$ cat config.mk
export PLATFORM = sky130hd
export DESIGN_NAME = irq_ctrl
export DESIGN_NICKNAME = d
export VERILOG_FILES = /design/src/rtl/irq_ctrl.sv
export SDC_FILE = /design/constraint.sdc
export NUM_CORES = 1
export LEC_CHECK = 0
export ABC_AREA = 1
export ABC_CLOCK_PERIOD_IN_PS = 2500
export CAP_MARGIN = 20
export CORE_MARGIN = 8
export CORE_UTILIZATION = 49
export CTS_CLUSTER_SIZE = 8
export DETAILED_ROUTE_END_ITERATION = 8
export PLACE_DENSITY = 0.84
export SYNTH_ARGS = -nofsm -noshare
export SYNTH_HDL_FRONTEND = slang
export SYNTH_SLANG_ARGS = --single-unit
$ cat constraint.sdc
create_clock -name clk -period 2.5 [get_ports clk]
set_input_delay 0.5 -clock clk [delete_from_list [all_inputs] [get_ports clk]]
set_output_delay 0.5 -clock clk [all_outputs]
set_load 0.02 [all_outputs]
$ cat src/rtl/irq_ctrl.sv
// irq_ctrl: programmable interrupt controller driving a registered IRQ vector to the CPU.
// Latency: source edge to IRQ is 4 clk edges with `IRQ_SYNC_EN (2-flop synchronizer), 3 without.
// Register port: single-cycle, no wait states; Ack one cycle after each Req, back-to-back allowed.
module irq_ctrl #(
  parameter int NUM_SRC = 8,
  parameter int ADDR_W  = 3
) (
  input  logic               clk,
  input  logic               reset_,
  input  logic [NUM_SRC-1:0] IrqSrc,
  input  logic               Req,
  input  logic               RW,
  input  logic [ADDR_W-1:0]  Addr,
  input  logic [31:0]        WrData,
  output logic [31:0]        RdData,
  output logic               Ack,
  output logic [NUM_SRC-1:0] IRQ
);

  localparam logic [ADDR_W-1:0] A_EN   = ADDR_W'(0);
  localparam logic [ADDR_W-1:0] A_PEND = ADDR_W'(1);
  localparam logic [ADDR_W-1:0] A_MODE = ADDR_W'(2);
  localparam logic [ADDR_W-1:0] A_POL  = ADDR_W'(3);
  localparam logic [ADDR_W-1:0] A_VEC  = ADDR_W'(4);

  logic [NUM_SRC-1:0] en;
  logic [NUM_SRC-1:0] pend;
  logic [NUM_SRC-1:0] mode;
  logic [NUM_SRC-1:0] pol;
  logic [NUM_SRC-1:0] sync_q;
  logic [NUM_SRC-1:0] src_prev;
  logic               pol_wr_dly;

  logic [NUM_SRC-1:0] src_pol;
  logic [NUM_SRC-1:0] rise;
  logic [NUM_SRC-1:0] clr;
  logic [NUM_SRC-1:0] pend_next;
  logic [NUM_SRC-1:0] active;
  logic [4:0]         vec_idx;
  logic [31:0]        rd_mux;
  logic               wr;

  // Only the low NUM_SRC write-data bits map to channel registers.
  logic unused_wr_hi;
  assign unused_wr_hi = ^WrData[31:NUM_SRC];

`ifdef IRQ_SYNC_EN
  logic [NUM_SRC-1:0] sync_meta;

  // Two-flop synchronizer for sources asynchronous to clk.
  always_ff @(posedge clk) begin
    if (reset_) begin
      sync_meta <= '0;
      sync_q    <= '0;
    end else begin
      sync_meta <= IrqSrc;
      sync_q    <= sync_meta;
    end
  end
`else
  // Single capture stage for sources already synchronous to clk.
  always_ff @(posedge clk) begin
    if (reset_) sync_q <= '0;
    else        sync_q <= IrqSrc;
  end
`endif

  assign wr      = Req & ~RW;
  assign src_pol = sync_q ^ pol;
  // A polarity write flips src_pol without a real source edge; mask that one cycle.
  assign rise    = pol_wr_dly ? '0 : (src_pol & ~src_prev);
  assign clr     = (wr && Addr == A_PEND) ? WrData[NUM_SRC-1:0] : '0;
  assign active  = pend & en;

  // Next pending state: level channels follow the source, edge channels latch until W1C (set wins).
  always_comb begin
    pend_next = (mode & (rise | (pend & ~clr))) | (~mode & src_pol);
  end

  // Lowest-numbered active channel; scanning downward lets the lowest index win.
  always_comb begin
    vec_idx = '0;
    for (int i = NUM_SRC - 1; i >= 0; i--) begin
      if (active[i]) vec_idx = 5'(i);
    end
  end

  // Read mux over pre-update register state; unmapped addresses and upper bits read 0.
  always_comb begin
    rd_mux = '0;
    case (Addr)
      A_EN:    rd_mux[NUM_SRC-1:0] = en;
      A_PEND:  rd_mux[NUM_SRC-1:0] = pend;
      A_MODE:  rd_mux[NUM_SRC-1:0] = mode;
      A_POL:   rd_mux[NUM_SRC-1:0] = pol;
      A_VEC: begin
        rd_mux[31]  = |active;
        rd_mux[4:0] = vec_idx;
      end
      default: rd_mux = '0;
    endcase
  end

  // Register file, pending state, registered IRQ and access response.
  always_ff @(posedge clk) begin
    if (reset_) begin
      en         <= '0;
      pend       <= '0;
      mode       <= '0;
      pol        <= '0;
      src_prev   <= '0;
      pol_wr_dly <= 1'b0;
      IRQ        <= '0;
      RdData     <= '0;
      Ack        <= 1'b0;
    end else begin
      src_prev   <= src_pol;
      pol_wr_dly <= wr && (Addr == A_POL);
      pend       <= pend_next;
      IRQ        <= pend & en;
      Ack        <= Req;
      RdData     <= (Req && RW) ? rd_mux : '0;
      if (wr) begin
        case (Addr)
          A_EN:    en   <= WrData[NUM_SRC-1:0];
          A_MODE:  mode <= WrData[NUM_SRC-1:0];
          A_POL:   pol  <= WrData[NUM_SRC-1:0];
          default: ;
        endcase
      end
    end
  end

endmodule

==> results of run 1 <==
cell families (layout without fill, tap and decap cells):
| group | count (synthesis) | after routing | share of synthesized area (%) |
|---|---|---|---|
| other | 1 | 23 | 0.137 |
| xor gates and xnor gates | 3 | 3 | 0.958 |
| buffers and inverters | 62 | 90 | 12.8 |
| and+or+nand+nor | 140 | 140 | 21.4 |
| AOI/OAI and AO/OA | 76 | 76 | 15.8 |
| DFF | 67 | 67 | 48.9 |
registers in the layout, summed over array words and instances (netlist names):
register	count
en	8
IRQ	8
src_prev	8
sync_q	8
mode	8
pend	8
RdData	9
Ack	1
pol_wr_dly	1
pol	8
where the power goes:
group	leakage [nW]	switching, mW	internal (mW)
registers	0.546	0.0192	1.10
clock network	0.119	0.394	0.611
logic	0.757	0.109	0.0620
total	1.42	0.522	1.77
worst paths after layout:
kind | start | to | slack [ns]
setup / recovery | RdData[5]$_SDFF_PP0_ | RdData[5] | 0.73
hold / removal | sync_q[5]$_SDFF_PP0_ | src_prev[5]$_SDFF_PP0_ | 0.50
setup reg to reg | pend[7]$_SDFF_PP0_ | RdData[0]$_SDFF_PP0_ | 1.36
hold reg to reg | sync_q[5]$_SDFF_PP0_ | src_prev[5]$_SDFF_PP0_ | 0.50
routing by layer:
| layer | share of wire [%] | wire [um] | vias to the layer above | GRT usage (%) |
|---|---|---|---|---|
| li1 | - | - | 1166 | - |
| met1 | 41 | 2430 | 1033 | 16.5 |
| met2 | 49 | 2880 | 86 | 24.0 |
| met3 | 7.7 | 456 | 15 | 5.49 |
| met4 | 2.4 | 144 | 0 | 8.46 |
| met5 | 0 | 0 | - | 0 |
cells in the mapped netlist (all sizes together):
cell and count:
nand2 77, dfxtp 67, nor2 58, o21ai 39, inv 29, buf 28, a21oi 23, a41oi 5
o211ai 5, clkbuf 4, nand3 3, xnor2 3, a31oi 2, a211oi 1, clkinv 1, conb 1
nand4 1, nor3 1, o21a 1
stage by stage:
step / power [mW] / hold WS [ns] / setup WS, ns
floorplan: 1.27 / 0.449 / 1.16
global placement: 1.30 / 0.472 / 0.458
detailed placement: 1.31 / 0.485 / 0.406
CTS: 2.30 / 0.495 / 0.724
global route: 2.38 / 0.518 / 0.635
finish: 2.29 / 0.498 / 0.732
cell type report:
type | instances | share of cell area [%]
flip-flops and latches | 67 | 40.2
well taps | 72 | 2.70
clock buffers | 11 | 4.54
clock inverters | 5 | 2.25
multi-input cells | 242 | 34.0
inverters | 30 | 3.49
repair buffers | 44 | 12.9
==> impl_metrics.csv, run 1 <==
group,metric,value,unit
placement,place_inst,455,
sta,rsz0062_at_grt,"no",
cells_and_area,antenna_cells_inserted,0,
placement,detailed_placement_wirelength_estimate,4.40,mm
floorplanning,initial_core_util,50.1,%
cells_and_area,area_growth_syn_to_layout,21.7,%
global_routing,grt_antenna_before_repair,0,
yosys,seq_area_frac_synth,48.9,%
floorplanning,floorplan.die_area,8250,um2
hold_path,min_path_cells,2,
placement,buffer_ports.inserted,40,
critical_path,cp_max_fo,1,
critical_path,critical_path_required,2.00,ns
drt,dr.pass1.iters,4,
clock_tree,cts-root-to-sink-buffers,2,
sta,worst_clock_skew,0.00737,ns
critical_path,cp_slowest_stage_delay,0.60,ns
sta,final_max_slew_viol_count,0,
floorplanning,core_area,5470,um2
cells_and_area,final_design_area_no_fill,3340,um2
sta,number_of_hold_violations_in_the_final_report,0,
cells_and_area,footprint_of_the_multi_input_gates,1130,um2
run,max_cap_viol_count,0,
sta,final_period_minus_worst_setup_slack,1.77,ns
drt,wl,5.90,mm
cells_and_area,sequential_cell_area,1340,um2
global_routing,vias_in_the_first_global_route,2235,
floorplanning,ports,88,
placement,gp_congestion,0.871,
floorplanning,die_height,90.8,um
global_routing,global_route_wire_length_before_repair,10.1,mm
yosys,synth_largest_type_area_fraction,48.9,%
yosys,synth_cell_type_count,31,
yosys,netlist_instances,349,
run_status,outcome,"complete, no violations",
yosys,synth.ff_latch_count,67,
floorplanning,row_count,27,
sta,number_of_endpoints_failing_setup_at_the_final_stage,0,
clock_tree,insertion_delay,0.33,ns
sta,fmax,0.566,GHz
drt,route.vias.total,2300,
cells_and_area,mostFrequentLayoutCells,"sky130_fd_sc_hd__nand2_1 (74), sky130_fd_sc_hd__dfxtp_1 (67), sky130_fd_sc_hd__nor2_1 (54)",
yosys,synth_warnings,0,
critical_path,worst-path-stages,1,
cells_and_area,finalCoreUtilization,61.0,%
critical_path,critical-path-slowest-cell,"sky130_fd_sc_hd__clkdlybuf4s50_1",
yosys,syn-cell-area,2740,um2
yosys,netlist.top_cell.by_area,"sky130_fd_sc_hd__dfxtp_1",
critical_path,cp_top_family,"buffers and inverters",
drt,vias_per_cell,4.88,
global_routing,grt_max_degree,31,
power_and_ir_drop,power.density,687,nW/um2
clock_tree,htreeDepth,3,
sta,setup_tns,0,ns
critical_path,worstSetupPathType,"flop to output pin",
floorplanning,die_w,90.8,um
yosys,average_footprint_of_a_synthesized_cell,7.86,um2
clock_tree,postCtsSetupRepairBufs,0,
power_and_ir_drop,power.ir.vdd_worst,0.000501,V
critical_path,worst-path-buf-inv,1,
drt,routed_wire_length_per_instance,12.5,um
clock_tree,post_cts.resized_instances,0,
cells_and_area,filler_cell_count,467,
critical_path,setup.worst_path.end_class,"output pin",
clock_tree,tritoncts,"built",
global_routing,grtUsageTotal,14.9,%
drt,post-route-drc-count,0,
critical_path,cp_cell_sequence,"clkdlybuf4s50_1",
critical_path,worst_r2r_path_depth,10,
cells_and_area,finish.net_count,441,
drt,drtAntennaViolNets,0,
cells_and_area,commonest_non_fill_non_tap_cell_in_the_layout,"sky130_fd_sc_hd__nand2_1",
clock_tree,cts-hold-fix-buffers,0,
clock_tree,clockRootBuffer,"sky130_fd_sc_hd__clkbuf_8",
drt,initialDrtViolationCount,182,
cells_and_area,layout_cell_share_with_drive_strength_beyond_1,8.52,%
placement,place_area,3110,um2
yosys,most_area_consuming_cells_after_synthesis,"sky130_fd_sc_hd__dfxtp_1 (49%), sky130_fd_sc_hd__nand2_1 (10%), sky130_fd_sc_hd__nor2_1 (7.4%)",
sta,min_period_over_period,70.7,%
power_and_ir_drop,cellLeakagePower,1.42,nW
hold_path,hold_class,"flop to flop",
clock_tree,clock-sinks,67,
global_routing,grt-ovfl-total,0,
critical_path,start_kind,"flop",
critical_path,critical_path_arrival,1.27,ns
clock_tree,numCtsBuffers,9,
clock_tree,clk_pin_slew_worst_paths,0.07,ns
cells_and_area,fin_cells,471,
No activity file was read; power rests on OpenSTA's default activity.
==> run 2, diff against run 1 <==
Settings changed: ABC_CLOCK_PERIOD_IN_PS 2500 to 1610, CORE_UTILIZATION 49 to 41, PLACE_DENSITY 0.84 to 0.75.
Clock period 2.5 ns to 1.61 ns, I/O delays scaled along.
==> impl_metrics.csv, run 2 (same netlist as run 1, synthesis figures left out) <==
group,metric,value,unit
placement,gp_congestion,0.872,
cells_and_area,commonest_non_fill_non_tap_cell_in_the_layout,"sky130_fd_sc_hd__nand2_1",
critical_path,worst-path-stages,1,
floorplanning,ports,88,
critical_path,worstSetupPathType,"flop to output pin",
drt,post-route-drc-count,0,
critical_path,critical_path_required,1.29,ns
drt,vias_per_cell,4.69,
cells_and_area,finish.net_count,449,
drt,wl,6.21,mm
cells_and_area,antenna_cells_inserted,0,
power_and_ir_drop,power.ir.vdd_worst,0.000474,V
clock_tree,tritoncts,"built",
hold_path,hold_class,"input port to flop",
global_routing,grtUsageTotal,13.8,%
global_routing,global_route_wire_length_before_repair,10.7,mm
power_and_ir_drop,cellLeakagePower,1.74,nW
clock_tree,clk_pin_slew_worst_paths,0.07,ns
global_routing,grt_antenna_before_repair,0,
run,max_cap_viol_count,0,
sta,final_max_slew_viol_count,0,
drt,dr.pass1.iters,5,
sta,worst_clock_skew,0.00517,ns
clock_tree,htreeDepth,3,
drt,drtAntennaViolNets,0,
floorplanning,die_w,97.8,um
floorplanning,core_area,6640,um2
cells_and_area,layout_cell_share_with_drive_strength_beyond_1,10.1,%
global_routing,grt_max_degree,21,
critical_path,cp_slowest_stage_delay,0.60,ns
drt,initialDrtViolationCount,169,
cells_and_area,largest_register_ff_count,9,
drt,routed_wire_length_per_instance,12.8,um
sta,min_period_over_period,97.7,%
sta,fmax,0.636,GHz
global_routing,grt-ovfl-total,0,
clock_tree,postCtsSetupRepairBufs,0,
critical_path,critical_path_arrival,1.25,ns
cells_and_area,mostFrequentLayoutCells,"sky130_fd_sc_hd__nand2_1 (74), sky130_fd_sc_hd__dfxtp_1 (67), sky130_fd_sc_hd__nor2_1 (54)",
cells_and_area,largest_register_by_flop_count,"RdData",
sta,rsz0062_at_grt,"no",
clock_tree,cts-root-to-sink-buffers,2,
hold_path,min_path_cells,3,
critical_path,worst-path-buf-inv,1,
sta,number_of_endpoints_failing_setup_at_the_final_stage,0,
drt,route.vias.total,2284,
clock_tree,insertion_delay,0.35,ns
sta,setup_tns,0,ns
cells_and_area,final_design_area_no_fill,3460,um2
clock_tree,clock-sinks,67,
floorplanning,initial_core_util,41.3,%
critical_path,worst_r2r_path_depth,10,
critical_path,cp_max_fo,1,
placement,place_area,3190,um2
critical_path,critical-path-slowest-cell,"sky130_fd_sc_hd__clkdlybuf4s50_1",
power_and_ir_drop,power.density,1040,nW/um2
run_status,outcome,"complete, no violations",
global_routing,vias_in_the_first_global_route,2300,
cells_and_area,area_growth_syn_to_layout,26.1,%
sta,number_of_hold_violations_in_the_final_report,0,
critical_path,cp_cell_sequence,"clkdlybuf4s50_1",
power_and_ir_drop,design_power_total,3.60,mW
sta,final_period_minus_worst_setup_slack,1.57,ns
critical_path,setup.worst_path.end_class,"output pin",
placement,detailed_placement_wirelength_estimate,4.74,mm
floorplanning,die_height,97.8,um
placement,buffer_ports.inserted,40,
critical_path,start_kind,"flop",
clock_tree,clockRootBuffer,"sky130_fd_sc_hd__clkbuf_8",
floorplanning,row_count,30,
clock_tree,cts-hold-fix-buffers,0,
cells_and_area,filler_cell_count,610,
floorplanning,floorplan.die_area,9570,um2
critical_path,cp_top_family,"buffers and inverters",
clock_tree,numCtsBuffers,9,
[run 2: cell types whose count changed in the layout (fill, tap and decap cells not counted), sizes merged]
cell           delta
buf               +8
clkbuf            +1
clkdlybuf4s50    -15
clkinv            -2
clkinvlp          +1
dlymetal6s2s     +15
[run 2: where the power goes]
| group | switching (mW) | total, mW | internal [mW] | leakage [nW] |
|---|---|---|---|---|
| logic | 0.172 | 0.279 | 0.106 | 1.08 |
| registers | 0.0306 | 1.73 | 1.70 | 0.546 |
| clock network | 0.632 | 1.59 | 0.954 | 0.113 |
| total | 0.835 | 3.60 | 2.76 | 1.74 |
[run 2: worst min-delay path, cell delays in order]
cell and delay, ns:
sky130_fd_sc_hd__clkdlybuf4s50_1 0.39, sky130_fd_sc_hd__inv_1 0.05, sky130_fd_sc_hd__nor2_1 0.03
[run 2: metrics by stage]
| stage | instances | hold slack [ns] | worst slack [ns] | util, % |
|---|---|---|---|---|
| final | 487 | 0.479 | 0.0365 | 52.1 |
| after floorplan | 371 | 0.429 | 0.443 | - |
| after detailed placement | 471 | 0.479 | -0.154 | 48.1 |
| after global routing | 487 | 0.482 | 0.000537 | 52.1 |
| after global placement | 471 | 0.471 | -0.146 | 48.1 |
| after CTS | 487 | 0.475 | 0.00848 | 51.5 |
[run 2: final cells by class]
type                            count  area, um2  area share, %
Sequential cell                    67       1340           38.8
Multi-Input combinational cell    242       1130           32.8
Timing Repair Buffer               52        541           15.6
Clock buffer                       12        155           4.48
Inverter                           30        116           3.36
Tap cell                           80        100           2.89
Clock inverter                      4       72.6           2.10
[run 2: what timing repair did]
action	in CTS	in global routing
gates resized for setup	0	15
endpoints found under the setup margin	0	15
hold endpoints to repair	0	0
[run 2: path summary, 6_finish.rpt]
| check | slack, ns | from | endpoint |
|---|---|---|---|
| min reg2reg | 0.48 | sync_q[6]$_SDFF_PP0_ | src_prev[6]$_SDFF_PP0_ |
| max reg2reg | 0.41 | pend[7]$_SDFF_PP0_ | RdData[0]$_SDFF_PP0_ |
| max | 0.04 | IRQ[5]$_SDFF_PP0_ | IRQ[5] |
| min | 0.48 | IrqSrc[4] | sync_q[4]$_SDFF_PP0_ |
[run 2: layer usage]
metal	track usage, %	part of all wire [%]	up-vias
met4	7.19	2.6	0
met5	0	0	-
met2	22.9	49	62
li1	-	-	1180
met1	14.8	42	1031
met3	5.26	6.2	11
==> patch 1 (flow settings as in run 2) <==
The option `IRQ_SYNC_EN` is turned on by a define.
--- a/src/rtl/irq_ctrl.sv
+++ b/src/rtl/irq_ctrl.sv
@@ -2,4 +2,6 @@
 // Latency: source edge to IRQ is 4 clk edges with `IRQ_SYNC_EN (2-flop synchronizer), 3 without.
 // Register port: single-cycle, no wait states; Ack one cycle after each Req, back-to-back allowed.
+`define IRQ_SYNC_EN
+
 module irq_ctrl #(
   parameter int NUM_SRC = 8,
Behaviour: not the same (Yosys sat finds a counterexample within 4 cycles, from zero or initial values and one cycle with reset_ high).
==> patch 1 against run 2 <==
Via count up 7.5%. Sequential cell count up 8. Area after synthesis up 7.3%. Count of clock-buffer cells in the layout down 1. Critical path type unchanged. First-iteration DRC count down 39%. Design area up 6.9%. Setup slack about the same. Wire length up 4.8%. Clock power down 11%. Total power up 1.3%.
==> patch 1: results (changes against run 2) <==
status=completed; RePlAce Congestion=0.878 (+0.69%); Post-Place Cells=525 (+11%); wire length per cell=12.0 um (-5.6%); antenna violations before repair=0 (unchanged); vias in the first global route=2426 (+5.5%); Final HPWL DP=4780 um (+0.89%); Pleak=1.70 nW (-2.1%); Via Count=2456 (+7.5%); Hold Path Depth=2 (-1); top cells by area, synth=dfxtp_1 (51%), nand2_1 (8.8%), nor2_1 (7.9%), o21ai_0 (6.1%), buf_4 (6.1%); Fin Clk Skew=0.00572 ns (+0.000549 ns); Hold/Removal Path Class=flop to flop; layout cells sized above 1=11.1% (+1.0 points); worst hold slack=0.404 ns (-0.0750 ns); pre-CTS setup slack=-0.303 ns (-0.150 ns); Worst EP arrival=1.25 ns (about the same); maximum root-to-sink buffer count=2 (unchanged); reg2reg setup slack=0.48 ns (+0.07 ns); DP Area=3480 um2 (+9.0%); Initial DRC Count=103 (-39%); Pre-antenna DRT Iters=4 (-1); hold path endpoint=sync_q[2]$_SDFF_PP0_; final-stage net count=484 (+7.8%); final core occ=52.1% (+0.052 points); top cells by count, synth=dfxtp_1 (75), nand2_1 (69), nor2_1 (62); hold path start=sync_meta[2]$_SDFF_PP0_; largest net degree at the start of global routing=19 (-9.5%); first-pass GRT wire length=10800 um (+0.97%); Seq/Total Area, Yosys=51.0% (+2.1 points); Fillers=685 (+12%); Non-Filler Instances=541 (+11%); synth unique cells=27 (-13%); Worst-path clk slew=0.08 ns; worst vdd rail ir drop=0.000389 V (-18%); overall global routing resource usage=13.5% (-0.27 points); Avg Cell Area, Syn=7.83 um2 (-0.37%); htree depth=3 (unchanged)
-- patch 1: changes by cell type after synthesis, moves of 3 or more --
cell and delta:
a21oi_1 +3, clkbuf_1 +3, dfxtp_1 +8, inv_1 +9, inv_2 +3, nand2_1 -5
nand4_1 +4, nor2_1 +8, nor2_4 -3
-- patch 1: layout make-up --
class	instances	share of cell area [%]
Timing Repair Buffer	61	15.6
Clock inverter	5	1.42
Clock buffer	11	3.82
Sequential cell	75	40.6
Inverter	41	4.23
Multi-Input combinational cell	249	31.0
Tap cell	99	3.35
-- patch 1: where the power goes --
part | leakage [nW] | internal, mW | switching (mW)
clock | 0.0991 | 0.750 | 0.674
sequential | 0.610 | 1.90 | 0.0285
combinational | 0.993 | 0.115 | 0.176
-- patch 1: stage by stage --
step	TNS, ns	total power [mW]
5_1_grt	0	3.78
2_1_floorplan	0	2.18
6_report	0	3.65
3_3_place_gp	-7.99	2.25
3_5_place_dp	-8.80	2.26
4_1_cts	0	3.66
-- patch 1: kinds of logic (layout without fill, tap and decap cells) --
family                    after synthesis  count (layout)  synth area share, %
DFF                                    75              75                 51.0
other                                   1              23                0.127
buffers and inverters                  74             118                 13.0
AOI/OAI and AO/OA                      80              80                 15.2
and+or+nand+nor                       144             144                 20.1
xor gates and xnor gates                2               2                0.595
-- patch 1: metal layers --
metal,global-route usage (%),vias to the layer above,wire length [um]
met5,0,-,0
met4,7.67,0,160
met3,3.52,13,374
met2,22.2,72,2910
met1,15.5,1093,3070
li1,-,1278,-
-- patch 1: worst max path at each step --
| stage | depth (start not counted) | start | slack (ns) | endpoint |
|---|---|---|---|---|
| after detailed placement | 8 | Req | -0.30 | pend[3]$_SDFF_PP0_ |
| after global routing | 1 | IRQ[0]$_SDFF_PP0_ | 0.002 | IRQ[0] |
| after floorplan | 8 | Addr[1] | 0.32 | en[5]$_SDFFE_PP0P_ |
| after CTS | 1 | RdData[6]$_SDFF_PP0_ | 0.009 | RdData[6] |
| after global placement | 8 | Req | -0.27 | pend[3]$_SDFF_PP0_ |
| final | 1 | Ack$_SDFF_PP0_ | 0.04 | Ack |
==> patch 2 (settings of run 2) <==
Without the edit above. Register the output `IRQ` once more, without a reset; this adds one clock of latency there. The other outputs are not delayed to match. Comments in the files are not updated.
--- a/src/rtl/irq_ctrl.sv
+++ b/src/rtl/irq_ctrl.sv
@@ -23,4 +23,6 @@
   localparam logic [ADDR_W-1:0] A_POL  = ADDR_W'(3);
   localparam logic [ADDR_W-1:0] A_VEC  = ADDR_W'(4);
+
+  logic [NUM_SRC-1:0] IRQ_s0;
 
   logic [NUM_SRC-1:0] en;
@@ -111,5 +113,5 @@
       src_prev   <= '0;
       pol_wr_dly <= 1'b0;
-      IRQ        <= '0;
+      IRQ_s0     <= '0;
       RdData     <= '0;
       Ack        <= 1'b0;
@@ -118,5 +120,5 @@
       pol_wr_dly <= wr && (Addr == A_POL);
       pend       <= pend_next;
-      IRQ        <= pend & en;
+      IRQ_s0     <= pend & en;
       Ack        <= Req;
       RdData     <= (Req && RW) ? rd_mux : '0;
@@ -132,4 +134,8 @@
   end
 
+  always_ff @(posedge clk) begin
+    IRQ <= IRQ_s0;
+  end
+
 endmodule
 
Behaviour: not the same (Yosys sat finds a counterexample within 4 cycles, from zero or initial values and one cycle with reset_ high).
==> patch 2 against run 2 <==
Via count is 3.9% higher. Setup slack better by 0.0027 ns. Clock skew up 0.0033 ns. First-iteration DRC count fell by 12%. Design area rose by 7.7%. Count of clock-buffer cells in the layout unchanged. Area after synthesis increased by 7.7%. Die area increased by 6.4%. Wire length up 1.7%. Total power grew 6.6%. Non-clock buffer count up 8. Maximum frequency increased by 0.17%. Sequential cell count rose by 8. Cell count is 8.0% higher. Critical path type unchanged. Highest routed layer unchanged.
==> patch 2: results (changes against run 2) <==
RePlAce Congestion=0.836 (-4.2%); final-stage net count=469 (+4.5%); Comb pwr share=7.7% (about the same); vias in the first global route=2351 (+2.2%); share of synthesized flip-flops with an asynchronous set or reset=0% (unchanged); DP Area=3480 um2 (+8.9%); Final HPWL DP=4930 um (+4.0%); Initial DRC Count=149 (-12%); Synth Area in Compound Gates=15.6% (-0.24 points); pre-CTS setup slack=-0.215 ns (-0.0618 ns); Hold/Removal Path Class=flop to flop; hold path endpoint=IRQ[6]$_DFF_P_; layout cells sized above 1=12.4% (+2.3 points); fraction of synthesized cell area in xor and xnor cells=0.889% (-0.069 points); first-pass GRT wire length=10200 um (-4.4%); clock power share=41.9% (-2.2 points); Port-buffer cells=40 (unchanged); largest net degree at the start of global routing=20 (-4.8%); Fillers=649 (+6.4%); Worst R2R Start=en[7]$_SDFFE_PP0P_; hold path start=IRQ_s0[6]$_SDFF_PP0_; drt via density=4.51 (-3.8%); Seq/Total Area, Yosys=50.8% (+1.9 points); overall global routing resource usage=12.9% (-0.86 points); worst vdd rail ir drop=0.000376 V (-21%); top cells by area, synth=dfxtp_1 (51%), nand2_1 (8.0%), nor2_1 (6.7%), buf_4 (6.1%), o21ai_0 (5.4%); status=completed; Hold Path Depth=0 (-3); Sw Ratio=22.5% (-0.70 points); reg2reg setup slack=0.50 ns (+0.09 ns); Pleak=1.73 nW (-0.42%)
==> patch 2: worst max-delay path by stage <==
stage                                     from                    to  slack (ns)  cells after the start
after floorplan                        Addr[0]    en[0]$_SDFFE_PP0P_        0.37                      9
after global placement                 Addr[1]  RdData[0]$_SDFF_PP0_       -0.16                      7
after detailed placement               Addr[1]  RdData[4]$_SDFF_PP0_       -0.22                      5
after CTS                       IRQ[4]$_DFF_P_                IRQ[4]       0.004                      1
after global routing            IRQ[0]$_DFF_P_                IRQ[0]       0.003                      1
final                     RdData[4]$_SDFF_PP0_             RdData[4]        0.04                      1
==> patch 2: per-stage QoR <==
step | hold slack [ns] | std cells | power [mW] | TNS (ns)
floorplan | 0.310 | 384 | 2.19 | 0
global placement | 0.310 | 510 | 2.26 | -3.88
detailed placement | 0.312 | 510 | 2.27 | -5.08
CTS | 0.329 | 526 | 3.87 | 0
global route | 0.335 | 526 | 3.99 | 0
finish | 0.327 | 526 | 3.84 | 0
==> patch 2: final cells by class <==
type / count / area, um2 / area share, %
well taps: 99 / 124 / 3.32
flip-flops and latches: 75 / 1500 / 40.3
repair buffers: 60 / 584 / 15.7
clock buffers: 12 / 155 / 4.16
multi-input cells: 238 / 1140 / 30.7
clock inverters: 4 / 72.6 / 1.95
inverters: 38 / 145 / 3.89
==> patch 2: routing by layer <==
| layer | routed length [um] | vias up | global-route usage (%) |
|---|---|---|---|
| met5 | 0 | - | 0 |
| met4 | 145 | 0 | 7.67 |
| li1 | - | 1236 | - |
| met3 | 381 | 11 | 4.14 |
| met2 | 2990 | 78 | 21.8 |
| met1 | 2800 | 1049 | 13.8 |
==> patch 2: repair_timing <==
action	in CTS	in global routing
endpoints found under the hold margin	0	0
pin swaps	0	0
endpoints found under the setup margin	1	9
gates resized for setup	1	9
